File: config.mk
export PLATFORM = sky130hd
export DESIGN_NAME = serial_add_ctrl
export DESIGN_NICKNAME = d
export VERILOG_FILES = /design/src/rtl/serial_add_pkg.sv /design/src/rtl/adder_slice.sv /design/src/rtl/serial_add_ctrl.sv
export SDC_FILE = /design/constraint.sdc
export NUM_CORES = 1
export LEC_CHECK = 0
export BUFFER_PORTS_ARGS = -buffer_cell sky130_fd_sc_hd__buf_2
export CAP_MARGIN = 25
export CORE_ASPECT_RATIO = 0.5
export CORE_MARGIN = 1
export CORE_UTILIZATION = 44
export CTS_CLUSTER_SIZE = 16
export DETAILED_ROUTE_END_ITERATION = 10
export GPL_ROUTABILITY_DRIVEN = 0
export GPL_TIMING_DRIVEN = 0
export HOLD_SLACK_MARGIN = 0.03
export MAX_ROUTING_LAYER = met4
export PLACE_DENSITY = 0.68
export REMOVE_ABC_BUFFERS = 1
export SYNTH_ARGS = -nofsm -noshare
export SYNTH_HDL_FRONTEND = slang
export SYNTH_SLANG_ARGS = --single-unit
File: constraint.sdc
create_clock -name clk -period 1.9 [get_ports clk]
set_clock_uncertainty 0.05 [all_clocks]
set_input_delay 0.38 -clock clk [delete_from_list [all_inputs] [get_ports clk]]
set_output_delay 0.38 -clock clk [all_outputs]
set_load 0.03 [all_outputs]
File: src/rtl/serial_add_pkg.sv
// rtl/serial_add_pkg.sv - shared types and constants for the serial adder controller
package serial_add_pkg;

  typedef enum logic [1:0] {
    IDLE = 2'd0,
    RUN  = 2'd1,
    DONE = 2'd2
  } state_t;

  localparam int SLICE_W = 2;

endpackage

File: src/rtl/adder_slice.sv
// rtl/adder_slice.sv - combinational 2-bit ripple-carry slice (two chained full adders)
module adder_slice (
  input  logic [1:0] a,
  input  logic [1:0] b,
  input  logic       cin,
  output logic [1:0] s,
  output logic       cout
);

  logic w_c1;

  assign s[0] = a[0] ^ b[0] ^ cin;
  assign w_c1 = (a[0] & b[0]) | (a[0] & cin) | (b[0] & cin);
  assign s[1] = a[1] ^ b[1] ^ w_c1;
  assign cout = (a[1] & b[1]) | (a[1] & w_c1) | (b[1] & w_c1);

endmodule

File: src/rtl/serial_add_ctrl.sv
// rtl/serial_add_ctrl.sv - WIDTH-bit adder computed two bits per cycle through one shared slice
module serial_add_ctrl
  import serial_add_pkg::*;
#(
  parameter int WIDTH = 8
) (
  input  logic             clk,
  input  logic             rst_n,
  input  logic             in_valid,
  output logic             in_ready,
  input  logic [WIDTH-1:0] a,
  input  logic [WIDTH-1:0] b,
  input  logic             c_in,
  output logic             out_valid,
  input  logic             out_ready,
  output logic [WIDTH-1:0] sum,
  output logic             c_out,
  output logic             busy
);

  localparam int NSTEP = WIDTH / SLICE_W;
  localparam int CNT_W = (NSTEP > 1) ? $clog2(NSTEP) : 1;

  if (WIDTH < 2 || (WIDTH % 2) != 0) begin : g_bad_width
    $error("serial_add_ctrl: WIDTH must be even and >= 2");
  end

  state_t           r_state;
  state_t           w_state_nxt;
  logic [WIDTH-1:0] r_a_sh;
  logic [WIDTH-1:0] r_b_sh;
  logic [WIDTH-1:0] r_sum_sh;
  logic             r_carry;
  logic [CNT_W-1:0] r_cnt;

  logic [1:0]       w_slice_sum;
  logic             w_slice_cout;
  logic             w_accept;
  logic             w_last_step;
  logic [WIDTH+1:0] w_sum_ext;

  adder_slice u_slice (
    .a    (r_a_sh[1:0]),
    .b    (r_b_sh[1:0]),
    .cin  (r_carry),
    .s    (w_slice_sum),
    .cout (w_slice_cout)
  );

  assign w_accept    = (r_state == IDLE) && in_valid;
  assign w_last_step = (r_cnt == CNT_W'(NSTEP - 1));
  // New slice bits enter at the top; the dropped low 2 bits fall off the extended vector.
  assign w_sum_ext   = {w_slice_sum, r_sum_sh};

  always_ff @(posedge clk or negedge rst_n) begin
    if (!rst_n) begin
      r_state <= IDLE;
    end else begin
      r_state <= w_state_nxt;
    end
  end

  always_comb begin
    w_state_nxt = r_state;
    case (r_state)
      IDLE:    if (in_valid)    w_state_nxt = RUN;
      RUN:     if (w_last_step) w_state_nxt = DONE;
      DONE:    if (out_ready)   w_state_nxt = IDLE;
      default:                  w_state_nxt = IDLE;
    endcase
  end

  always_comb begin
    in_ready  = (r_state == IDLE);
    out_valid = (r_state == DONE);
    busy      = (r_state == RUN) || (r_state == DONE);
  end

  always_ff @(posedge clk or negedge rst_n) begin
    if (!rst_n) begin
      r_a_sh   <= '0;
      r_b_sh   <= '0;
      r_sum_sh <= '0;
      r_carry  <= 1'b0;
      r_cnt    <= '0;
    end else if (w_accept) begin
      r_a_sh  <= a;
      r_b_sh  <= b;
      r_carry <= c_in;
      r_cnt   <= '0;
    end else if (r_state == RUN) begin
      r_a_sh   <= r_a_sh >> SLICE_W;
      r_b_sh   <= r_b_sh >> SLICE_W;
      r_sum_sh <= w_sum_ext[WIDTH+1:2];
      r_carry  <= w_slice_cout;
      r_cnt    <= r_cnt + 1'b1;
    end
  end

  assign sum   = r_sum_sh;
  assign c_out = r_carry;

endmodule

==> results by group <==
Global routing
  – Vias in the first global route: between 900 and 1000
  – First-pass GRT wire length: around 4.1 mm
  – Number of antenna violations at the first check in global routing: 0
  – GR Util All Layers: around 17%
  – Largest net degree at the start of global routing: 31
  – Gr ovfl total: 0

Drt
  – Drt total wl: ~2.4 mm
  – Met1 WL: between 1 and 1.5 mm
  – DR WL met3: roughly 110 um
  – TritonRoute pass-1 iters: 5
  – 1st-iter DRT viols: 31
  – DR top layer: met4
  – DRC Markers: 0
  – Via count: slightly above 900
  – ANT nets after route: 0
  – Routed wl met2: around 1.1 mm
  – WL/cell: 12.3 um
  – Avg Vias per Cell: approximately 4.8

Timing
  – Slew Viols, Final: 0
  – Post-route clock period utilization: between 90% and 100%
  – # setup viols final: 0
  – Slew @ Worst Pin: about 630 ps
  – Min Hold Slack: 65.4 ps
  – Worst slew margin: between 50 and 60%
  – Final hold viol count: 0
  – RSZ-0062 raised after global routing: no
  – Post-layout min period: approximately 1800 ps
  – Max Freq: 0.569 GHz

Yosys
  – Avg Inst Size Synth: 11.1 sq um
  – Register bit total from synthesis: 29
  – Synthesis Warnings: 0
  – Yosys top cell area share: a little over half
  – Yosys top cell by area: dfrtp_1
  – Register area share after synthesis: 52.7%
  – Synth Cell Area: 1380 sq um
  – Synth Instances: approximately 120
  – Post-synth cell types: 16
  – Main area contributors after synthesis: dfrtp_1, mux2i_1, o21ai_1, ha_1, nand2_1

Floorplanning
  – Num ports: 33
  – Die Span X: a little over 80 um
  – Die area: 3370 sq um
  – CORE AREA: about 2800 sq um
  – Initial core utilization: approximately half
  – Die Height: around 42 um
  – Row cnt: 13

Place
  – Final HPWL from detailed placement: 1.59 mm
  – Placed insts: roughly 190
  – Area post-placement: around 1600 sq um
  – I/O Buffers: 32

Layout
  – Core Util, Final: 62.3%
  – Most frequent cells in the layout: buf_2, dfrtp_1, nand2_1, o21ai_1, mux2i_1
  – Post-route cell area: ~1700 sq um
  – Fraction of layout cells with a size suffix above 1: a little under a third
  – Post-Layout Cell Count: approximately 200
  – Fin nets: between 150 and 200
  – Area Overhead vs Synth: 25.9%
  – Diodes inserted: 0
  – Fillers: about 230
  – Commonest non-fill, non-tap cell in the layout: buf_2

Run status
  – Status: complete, no violations

Clock tree
  – Clk_lat worst skew: roughly 280 ps
  – CTS tree: yes
  – Sink Count: 29
  – Clock-pin slew on the worst setup and hold paths: 60 ps
  – Clk buf depth: 2
  – Root Buffer: clkbuf_8
  – Inserted Clock Buffers: 5
  – Hold_buf cts: 0
  – H-tree depth: 2

Critical path
  – Crit Path Class: reg -> reg
  – Crit. End Element: register
  – Worst-case reg-to-reg path depth: 4
  – R2R Path Start: r_state[1]
  – Setup slack on the worst flop-to-flop path: 140 ps
  – Reg-to-Reg End: r_state[1]
  – Worst EP required: between 2000 and 2500 ps
  – Worst Path Arrival: 1870 ps
  – Critical Path Source Type: register
  – CP max FO: 12

Power
  – P_leak: around 0.84 nW
  – Pwr dens: roughly 2000 nW/um^2
  – Max VDD drop: between 1 and 1.5 mV

Flow run
  – Max_cap viols: 0

Worst hold path
  – Hold Path Class: in -> async
==> worst max-delay path, cell delays in order (launching register included) <==
cell	delay [ps]
dfrtp_1	370
inv_1	120
ha_4	250
a222oi_1	490
mux2_1	370
==> state kept, by name, summed over array words and instances, names as in the netlist <==
register / count
r_b_sh: 8
r_state: 2
c_out: 1
r_cnt: 2
r_a_sh: 8
sum: 8
==> how the worst max path moves through the flow <==
stage	from	end	slack (ps)
floorplan	r_state[1]	r_state[1]	-30
global placement	r_state[1]	r_state[1]	-340
detailed placement	r_state[1]	r_state[0]	-300
CTS	r_state[1]	r_state[0]	10
global route	r_state[1]	r_state[0]	50
finish	r_state[1]	r_state[1]	140
==> power breakdown <==
part | switching, W | internal [W]
Combinational | 0.000877 | 0.000665
Clock | 0.000232 | 0.000520
Sequential | 0.000189 | 0.000930
Total | 0.00130 | 0.00212
==> layout make-up <==
| cell class | instances | area [sq um] | share of cell area (%) |
|---|---|---|---|
| Sequential cell | 29 | 726 | 41.9 |
| Inverter | 12 | 45.0 | 2.60 |
| Clock inverter | 3 | 65.1 | 3.75 |
| Timing Repair Buffer | 34 | 199 | 11.5 |
| Multi-Input combinational cell | 76 | 583 | 33.6 |
| Clock buffer | 5 | 68.8 | 3.97 |
| Tap cell | 37 | 46.3 | 2.67 |
==> per-layer routing <==
metal	track usage, %	vias up
li1	-	476
met1	20.2	431
met2	26.2	19
met3	6.59	5
met4	7.50	0
met5	-	-
==> kinds of logic (layout without fill, tap and decap cells) <==
logic type	Yosys count	in the layout	share of synthesized area (%)
simple gates	25	25	7.73
fa+ha+maj	8	8	8.36
buf+inv	19	54	5.82
mux	23	23	17.5
compound gates	19	19	7.27
xor+xnor	1	1	0.636
flops	29	29	52.7
==> repair_timing <==
action,4_1_cts,5_1_grt
gates resized for setup,1,1
endpoints found under the setup margin,4,2
hold endpoints to repair,0,0
buffers inserted,0,1
pin swaps,1,1
==> per-stage QoR <==
stage,setup TNS (ps),setup WS [ps],power (W)
after floorplan,-280,-25.5,0.00223
after global placement,-1780,-343,0.00252
after detailed placement,-596,-299,0.00262
after CTS,0,13.6,0.00340
after global routing,0,48.3,0.00367
final,0,142,0.00341
==> Yosys cell counts <==
cell	number
o21ai_1	17
ha_1	6
xnor2_1	1
o21ai_0	1
nor2_1	2
and2_1	1
nand2b_1	4
nand2_1	18
a222oi_1	1
inv_1	12
buf_2	7
fa_1	2
dfrtp_1	29
mux2_2	6
mux2i_1	15
mux2_1	2
No activity file was read; power rests on OpenSTA's default activity.
